## src/rtl/bcd_mod_counter.sv

```systemverilog
// Up/down BCD counter with programmable modulus, synchronous preset, combinational TC for cascading.
// Cnt/CO/ERR update one CP edge after inputs; TC is same-cycle; no backpressure (EN hold only).
module bcd_mod_counter #(
  parameter int DIGITS  = 2,
  parameter int MODULUS = 60
) (
  input  logic                CP,
  input  logic                nCR,
  input  logic                EN,
  input  logic                UP,
  input  logic                LD,
  input  logic [4*DIGITS-1:0] D,
  output logic [4*DIGITS-1:0] Cnt,
  output logic                TC,
  output logic                CO,
  output logic                ERR
);

  localparam int W = 4 * DIGITS;

  function automatic int pow10(input int n);
    int r;
    r = 1;
    for (int i = 0; i < n; i++) r = r * 10;
    return r;
  endfunction

  function automatic logic [W-1:0] to_bcd(input int v);
    logic [W-1:0] r;
    int           t;
    r = '0;
    t = v;
    for (int i = 0; i < DIGITS; i++) begin
      r[4*i +: 4] = 4'(t % 10);
      t = t / 10;
    end
    return r;
  endfunction

  generate
    if (DIGITS < 1 || DIGITS > 4 || MODULUS < 2 || MODULUS > pow10(DIGITS)) begin : g_bad_params
      $error("bcd_mod_counter: illegal DIGITS/MODULUS combination");
    end
  endgenerate

  localparam logic [W-1:0] MAX_BCD = to_bcd(MODULUS - 1);

  logic [W-1:0] cnt_inc;
  logic [W-1:0] cnt_dec;
  logic         carry;
  logic         borrow;
  logic         d_bcd_ok;
  logic         d_legal;
  logic         at_max;
  logic         at_zero;

  // Digit-serial carry/borrow ripple; digits past the first non-rolling one pass through.
  always_comb begin
    cnt_inc  = Cnt;
    cnt_dec  = Cnt;
    carry    = 1'b1;
    borrow   = 1'b1;
    d_bcd_ok = 1'b1;
    for (int i = 0; i < DIGITS; i++) begin
      if (carry) begin
        if (Cnt[4*i +: 4] == 4'd9) begin
          cnt_inc[4*i +: 4] = 4'd0;
        end else begin
          cnt_inc[4*i +: 4] = Cnt[4*i +: 4] + 4'd1;
          carry             = 1'b0;
        end
      end
      if (borrow) begin
        if (Cnt[4*i +: 4] == 4'd0) begin
          cnt_dec[4*i +: 4] = 4'd9;
        end else begin
          cnt_dec[4*i +: 4] = Cnt[4*i +: 4] - 4'd1;
          borrow            = 1'b0;
        end
      end
      if (D[4*i +: 4] > 4'd9) d_bcd_ok = 1'b0;
    end
  end

  // With every digit valid, BCD order matches plain unsigned order.
  assign d_legal = d_bcd_ok && (D <= MAX_BCD);
  assign at_max  = (Cnt == MAX_BCD);
  assign at_zero = (Cnt == '0);

  assign TC = nCR & EN & ~LD & ((UP & at_max) | (~UP & at_zero));

  always_ff @(posedge CP or negedge nCR) begin
    if (!nCR) begin
      Cnt <= '0;
      CO  <= 1'b0;
      ERR <= 1'b0;
    end else if (LD) begin
      CO <= 1'b0;
      if (d_legal) begin
        Cnt <= D;
        ERR <= 1'b0;
      end else begin
        Cnt <= '0;
        ERR <= 1'b1;
      end
    end else if (EN) begin
      if (UP) begin
        Cnt <= at_max ? '0 : cnt_inc;
        CO  <= at_max;
      end else begin
        Cnt <= at_zero ? MAX_BCD : cnt_dec;
        CO  <= at_zero;
      end
    end else begin
      CO <= 1'b0;
    end
  end

endmodule

```

## config.mk

```make
export PLATFORM = sky130hd
export DESIGN_NAME = bcd_mod_counter
export DESIGN_NICKNAME = d
export VERILOG_FILES = /design/src/rtl/bcd_mod_counter.sv
export SDC_FILE = /design/constraint.sdc
export NUM_CORES = 1
export LEC_CHECK = 0
export ABC_AREA = 1
export CORE_UTILIZATION = 30
export DETAILED_ROUTE_END_ITERATION = 10
export HOLD_SLACK_MARGIN = 0.02
export PLACE_DENSITY = 0.58
export SETUP_SLACK_MARGIN = 0.4
export SYNTH_ARGS = -nofsm -noshare
export SYNTH_HDL_FRONTEND = slang
export SYNTH_SLANG_ARGS = --single-unit
```

## constraint.sdc

```tcl
create_clock -name CP -period 1.5 [get_ports CP]
set_clock_uncertainty 0.2 [all_clocks]
set_input_delay 0.225 -clock CP [delete_from_list [all_inputs] [get_ports CP]]
set_output_delay 0.225 -clock CP [all_outputs]
set_load 0.05 [all_outputs]
```

Word-level counts from Yosys, hierarchy flattened
Cells that the tools add are included.
Operators by class
  add/sub/neg operators: 4
  $mul: 0
  divide/modulo/power cells: 0
  magnitude comparators: 3
  eq/ne operators: 4
  shift-type cells: 0
  multiplexer cells: 20
  bitwise logic cells: 8
  reductions and logical operators: 7
Operators with widths (count)
  $mux W8: 6
  $mux W4: 6
  $add A4 B1 Y4 const B: 2
  $eq A4 B4 Y1 const B: 2
  $eq A8 B7 Y1 const B: 1
  $gt A4 B4 Y1 const B: 2
  $le A8 B7 Y1 const B: 1
  $logic_not A4 Y1: 2
  $logic_not A8 Y1: 1
  $mux W1: 8
  $sub A4 B1 Y4 const B: 2
  $and A1 B1 Y1: 5
  $ne A4 B1 Y1 const B: 1
  $reduce_bool A4 Y1: 1
  $reduce_and A3 Y1: 1
  $not A1 Y1: 2
  $reduce_bool A2 Y1: 1
  $logic_and A1 B1 Y1: 1
  $or A1 B1 Y1: 1
Word-level totals
  register bits after elaboration: 10
  latch bits: 0
  RAM bits: 0
  ROM bits: 0
  bits of input ports: 13
  output and inout port bits: 11
  logic and storage cells: 50
  memories: 0

Depth between registers and ports, before layout
Gate-level depths: netlist (run 1).
  depth in word-level cells: 7
  depth in mapped cells: 9
  mapped depth without buffers: 9

Worst setup path before layout (run 1)
OpenSTA, ideal clock, no wires.
  path kind: register -> output
  from: register Cnt[0]
  to: output port TC
  arrival time: 1.860 ns
  required time: 1.075 ns
  path slack: -0.785 ns
  stages on the path, launching flop included: 7
  buffers on the path: 0
  path through: dfrtp_1 -> nand2_2 -> nor2_2 -> nand2_2 -> nand2_1 -> nand2_1 -> nor3_2
On the way
  longest elaborated chain between the ends: 4
  elaborated cells between the ends (all ways): 6
  those cells by class: eq/ne (1); bitwise (4); reduce/logical (1)
RTL lines
  from (decl): line 13  | output logic [4*DIGITS-1:0] Cnt,
  from (signal assigned): line 108  | Cnt <= at_max ? '0 : cnt_inc;
  from (signal assigned): line 111  | Cnt <= at_zero ? MAX_BCD : cnt_dec;
  $eq A8 B7 Y1 or $logic_not A8 Y1 (tied branches): line 87, 88
  $and A1 B1 Y1: line 90  | assign TC = nCR & EN & ~LD & ((UP & at_max) | (~UP & at_zero));
  $or A1 B1 Y1 (*): line 90
  $and A1 B1 Y1 (*): line 90
  to (decl): line 14  | output logic TC,
Every way passes the cells marked *; elsewhere a longest branch is shown, timed or not.

Worst setup path in the final report (run 1)
  from: register Cnt[4]
  to: output port TC
The elaborated chain is that of the path after synthesis.

==> results of run 1 <==
power by group:
| group | switching, mW | internal [mW] |
|---|---|---|
| Clock | 0.112 | 0.148 |
| Combinational | 0.728 | 0.691 |
| Sequential | 0.0742 | 0.328 |
final cells by class:
cell class	instances	area (µm²)	share of cell area, %
timing repair buffer	68	731	40.3
tap	30	37.5	2.07
clock buffer	4	36.3	2.00
sequential	10	263	14.5
inverter	18	75.1	4.14
multi-input combinational	110	672	37.0
synth_stat cells, drive strengths merged:
library cell and n:
nor3 1, nand3 14, nand2 54, a21oi 4, o21ai 8, dfrtp 10, nand4 2, nor2 26
buf 1, o211ai 1, inv 18
timing repair:
action                     CTS  global route
buffers inserted             8             6
gates resized for setup     38            33
setup endpoints to repair   21            21
pin swaps                   21            17
cell families after synthesis:
logic type	Yosys count	synth area share (%)
AND/OR/NAND/NOR	97	50.7
buffers and inverters	19	9.59
AO/OA/AOI/OAI	13	10.2
flip-flops	10	29.5
state kept, by name, indices dropped and copies added, names as in the netlist:
| register | cells |
|---|---|
| Cnt | 8 |
| CO | 1 |
| ERR | 1 |
cell usage in the layout (no fill, tap or decap), types with 9 or more instances in the layout:
cell	n
nor2_1	14
nand2_1	36
nand3_2	9
buf_4	28
buf_12	11
nand2_2	13
inv_2	9
buf_6	17
through the flow:
stage / setup slack, ns / instances
after detailed placement: -0.319 / 222
final: -0.459 / 240
after CTS: -0.438 / 234
after global placement: -0.298 / 222
after floorplan: -0.432 / 139
after global routing: -0.516 / 240
worst max-delay path, cell delays in order, from the launching register on:
cell,delay [ns]
dfrtp_2,0.43
nor2_4,0.13
nand3_2,0.08
inv_2,0.07
o211ai_1,0.16
nor3_4,0.23
buf_12,0.16
routing by layer:
layer | track usage (%) | share of wire [%]
met1 | 27.6 | 41
met3 | 5.74 | 6.9
met5 | 0 | 0
met2 | 35.9 | 51
met4 | 2.92 | 1.4
worst paths after layout:
check | startpoint | endpoint | slack, ns
setup / recovery | Cnt[4] | TC | -0.46
hold / removal | nCR | Cnt[2] | 0.07
setup reg to reg | Cnt[4] | Cnt[5] | -0.21
hold reg to reg | ERR | ERR | 0.41
max in group asynchronous | nCR | Cnt[0] | 0.85
min in group CP | D[3] | Cnt[3] | 0.18
==> summary.md, run 1 <==
| Metric | Value |
|---|---|
| Status | finished with violations |
| Failing checks | negative setup slack |
| Antenna diode count | 0 |
| Core area | roughly 2600 µm² |
| CTS Hold Bufs | 0 |
| Design Power | ~2.1 mW |
| # rows | 18 |
| Syn Area/Cell | approximately 6.1 µm² |
| Final GP Congestion | between 0.9 and 1 |
| Final #Nets | roughly 220 |
| Synth top area share | 29.5% |
| Setup TNS | -1.67 ns |
| Largest net degree at the start of global routing | 11 |
| Fillcell total | roughly 200 |
| Pleak | 0.909 nW |
| Global-route wire length before repair | ~4500 µm |
| CP max FO | 2 |
| Crit path time final | between 1.5 and 2 ns |
| Layout cells sized above 1 | around three fifths |
| Synth Register Bits | 10 |
| RSZ-0062 raised after global routing | yes |
| Skew-Pair Late Insertion Delay | roughly 0.28 ns |
| Die Y | 55.2 µm |
| GRT Residual Overflow | 0 |
| Die Footprint | 3040 µm² |
| Max_cap viols | 0 |
| Crit share post-route | 131% |
| Synthesized Nets | approximately 150 |
| Post-DP HPWL | ~2100 µm |
| Post-DRT Antenna Nets | 0 |
| CTS Sinks | 10 |
| Inserted Clock Buffers | 3 |
| Leading area contributor after synthesis | dfrtp_1 |
| WS Path Type | reg2out |
| FF-to-FF path depth | 12 |
| Top cells by area, synth | dfrtp_1, nand2_1, nor2_1 |
| Chip width | 55.2 µm |
| Cell Area, Placed | approximately 1500 µm² |
| Startpoint types | flop |
| Max Freq | 510 MHz |
| Antenna violations before repair | 0 |
| Fin. max-slew vios | 0 |
| Vias in the first global route | around 1.0k |
| WL per Instance | ~14 µm |
| Arr. time, crit path | 1.53 ns |
| Min setup slack post-route | -0.459 ns |
| Total track usage | 21.3% |
| Post-route cell area | approximately 1800 µm² |
| Crit end category | primary output |
| Avg Vias per Cell | just over 5 |
| CTS max path bufs | 2 |
| Port Buffers | 23 |
| Final hold violation count | 0 |
| Syn Inst Count | 139 |
| Worst-path clk slew | ~0.08 ns |
| Worst Max-Slew Pin Slew | 0.339 ns |
| H-tree depth | 1 |
| Peak supply drop | approximately 0.00084 V |
| Sequential area share after synthesis | 29.5% |
| Hold_ws | 0.0722 ns |
| Routed vias | around 1.2k |
| CTS tree | built |
| Area grow syn2layout | 114% |
| Hold Crit Class | in2async |
| DRC | 0 |
| Detailed Routing Iterations Pass 1 | 4 |
| Routed wire length | ~3400 µm |
| Final core utilization | a little over two thirds |
| I/O pin total | 24 |
| Final Setup Violations | 11 |
| Pwr dens | ~1100 nW/µm² |
| Max_slew headroom | between 70 and 80% |
| 1st-iter DRT viols | 36 |
| Crit path required time | 1.07 ns |
| Yosys warning count | 0 |
| CTS Root Cell | clkbuf_4 |
| Cell Area, Synth | approximately 850 µm² |
| Cell variety after synth | 21 |
| Initial Util | around a third |
(Power assumes the default switching activity.)
==> run 2, diff against run 1 <==
--- a/config.mk
+++ b/config.mk
@@ -9,8 +9,9 @@
 export CORE_UTILIZATION = 30
 export DETAILED_ROUTE_END_ITERATION = 10
 export HOLD_SLACK_MARGIN = 0.02
-export PLACE_DENSITY = 0.58
+export PLACE_DENSITY = 0.55
 export SETUP_SLACK_MARGIN = 0.4
+export SLEW_MARGIN = 30
 export SYNTH_ARGS = -nofsm -noshare
 export SYNTH_HDL_FRONTEND = slang
 export SYNTH_SLANG_ARGS = --single-unit
==> constraint.sdc (replaced) <==
create_clock -name CP -period 2.1 [get_ports CP]
set_clock_uncertainty 0.2 [all_clocks]
set_input_delay 0.315 -clock CP [delete_from_list [all_inputs] [get_ports CP]]
set_output_delay 0.315 -clock CP [all_outputs]
set_load 0.05 [all_outputs]
==> summary.md, run 2 (synthesis results as in run 1) <==
| Metric | Value |
|---|---|
| Status | completed |
| Commonest non-fill, non-tap cell in the layout | nand2_1 |
| Total track usage | 18.5% (-2.8 points) |
| Crit path time final | a little over 2 ns |
| Core area | 2570 µm² (unchanged) |
| Crit share post-route | 96.5% |
| Antenna diode count | 0 (unchanged) |
| Met3 usage | 3.55% (-2.2 points) |
| CP max stage cell | dfrtp_2 |
| Final hold violation count | 0 (unchanged) |
| Startpoint types | flop |
| H-tree depth | 1 (unchanged) |
| Arr. time, crit path | 1.51 ns (-0.02 ns) |
| CP max FO | 4 (+2) |
| Pre-CTS setup slack | 0.106 ns (+0.425 ns) |
| DRC | 0 (unchanged) |
| GRT Residual Overflow | 0 (unchanged) |
| Area grow syn2layout | 50.9% |
| Reg-to-Reg Start | Cnt[1] |
| CP bufs+invs | 2 (unchanged) |
| Inserted Clock Buffers | 3 (unchanged) |
| M2 GR Usage | 29.5% (-6.4 points) |
| Fin. max-slew vios | 0 (unchanged) |
| Die Y | 55.2 µm (unchanged) |
| Leading cell types in the layout, fill and taps excluded | nand2_1, nor2_1, buf_4 |
| Post-DRT Antenna Nets | 0 (unchanged) |
| Detailed Routing Iterations Pass 1 | 4 (unchanged) |
| Global-route wire length before repair | 3900 µm (-14%) |
| Chip width | 55.2 µm (unchanged) |
| Delay-heaviest family, CP | flip-flops |
| CTS tree | built |
| Worst Max-Slew Pin Slew | 0.500 ns (+0.160 ns) |
| Max_cap viols | 0 (unchanged) |
| Layout cells sized above 1 | 37.4% (-23 points) |
| Skew-Pair Late Insertion Delay | 0.27 ns (about the same) |
| Crit path required time | 1.58 ns (+0.51 ns) |
| Worst Setup EP | TC |
| Initial Util | 33.0% (unchanged) |
| Port Buffers | 23 (unchanged) |
| Final Setup Violations | 0 (-11) |
| Hold Crit Class | in2async |
| Max_slew headroom | 66.8% (-10 points) |
| Antenna violations before repair | 0 (unchanged) |
| Final GP Congestion | 0.841 (-7.5%) |
| CTS Sinks | 10 (unchanged) |
| CP Cell Sequence | nor2_4 -> nand3_2 -> inv_2 -> o211ai_1 -> nor3_4 -> buf_12 |
| Crit end category | primary output |
| Pwr dens | 795 nW/µm² (-31%) |
| CP peak stage delay | 0.44 ns (about the same) |
| Avg Vias per Cell | 4.78 (-6.7%) |
| CTS Root Cell | clkbuf_4 |
| I/O pin total | 24 (unchanged) |
| Routed wire length | 2340 µm (-31%) |
| Number of flip-flops in the largest register | 8 (unchanged) |
| Min setup slack post-route | 0.0734 ns (+0.533 ns) |
| Final #Nets | 194 (-13%) |
| CP Launch Point | Cnt[4] |
| Max Freq | ~490 MHz |
| Post-DP HPWL | 1790 µm (-17%) |
| Setup TNS | 0 ns (+1.67 ns) |
| Largest net degree at the start of global routing | 11 (unchanged) |
| Die Footprint | 3040 µm² (unchanged) |
| WL per Instance | 11.2 µm (-21%) |
| Routed vias | 999 (-19%) |
| Gr busiest metal | met2 |
| Final core utilization | 49.9% (-21 points) |
| # rows | 18 (unchanged) |
| Top flop regs | Cnt: 8 flops, CO: 1 flops, ERR: 1 flops |
| RSZ-0062 raised after global routing | yes |
| Met1 Track Usage GR | 23.8% (-3.7 points) |
| Reg2reg end | Cnt[5] |
| Peak supply drop | 0.000509 V (-39%) |
| Vias in the first global route | 954 (-8.8%) |
| Reg2Reg Setup Slack | 0.56 ns (+0.77 ns) |
| Worst path depth | 6 (unchanged) |
| Fillcell total | 270 (+34%) |
| FF-to-FF path depth | 7 (-5) |
| Pleak | 0.654 nW (-28%) |
| CTS max path bufs | 2 (unchanged) |
| Worst-path clk slew | 0.06 ns (-0.02 ns) |
| Design Power | 1.02 mW (-51%) |
| Most flop-heavy register | Cnt |
| WS Path Type | reg2out |
| 1st-iter DRT viols | 11 (-69%) |
## run 2: cell types whose count changed in the layout (fill, tap and decap cells not counted), moves of 7 or more
| cell | change |
|---|---|
| buf_6 | -16 |
| nand2_1 | +12 |
| buf_12 | -10 |
| buf_4 | -9 |
| clkdlybuf4s50_1 | +8 |
| nand2_2 | -7 |
## run 2: where the power goes
group | switching [mW] | internal, mW
registers | 0.0562 | 0.233
clock network | 0.0664 | 0.0663
logic | 0.371 | 0.225
## run 2: cell type report
class	instances	area [µm²]	share of cell area [%]
clock buffer	3	22.5	1.76
inverter	18	72.6	5.67
multi-input combinational	110	558	43.6
sequential	10	260	20.3
tap	30	37.5	2.93
timing repair buffer	38	329	25.7
## run 2: worst min path at each step
stage | start | end | slack [ns] | cells after the start
final | nCR | CO | 0.18 | 2
after global routing | nCR | CO | 0.20 | 2
after CTS | nCR | CO | 0.20 | 2
after detailed placement | ERR | ERR | 0.31 | 2
after global placement | ERR | ERR | 0.31 | 2
after floorplan | nCR | CO | -0.18 | 0
## run 2: stage by stage
stage	hold slack [ns]	cell area, µm²	std cells
final	0.178	1280	209
after global routing	0.196	1280	209
after CTS	0.199	1260	207
after detailed placement	0.307	1150	194
after global placement	0.309	1150	194
after floorplan	-0.181	870	139
## run 2: what timing repair did
action | 4_1_cts | 5_1_grt
pin swaps | 2 | 4
hold buffers | 0 | 0
gates resized for setup | 20 | 17
setup endpoints to repair | 7 | 9
buffers inserted | 10 | 2
## run 2: routing by layer
metal / up-vias / wire length [µm]
li1: 515 / -
met1: 455 / 1150
met2: 24 / 1050
met3: 5 / 97
met4: 0 / 46
met5: - / 0
## run 2: worst register-to-register path, delay by kind of cell, from the launching register on
kind / cells / cell delay (ns)
DFF: 1 / 0.45
buffers and inverters: 2 / 0.22
AOI/OAI and AO/OA: 2 / 0.24
and+or+nand+nor: 3 / 0.32
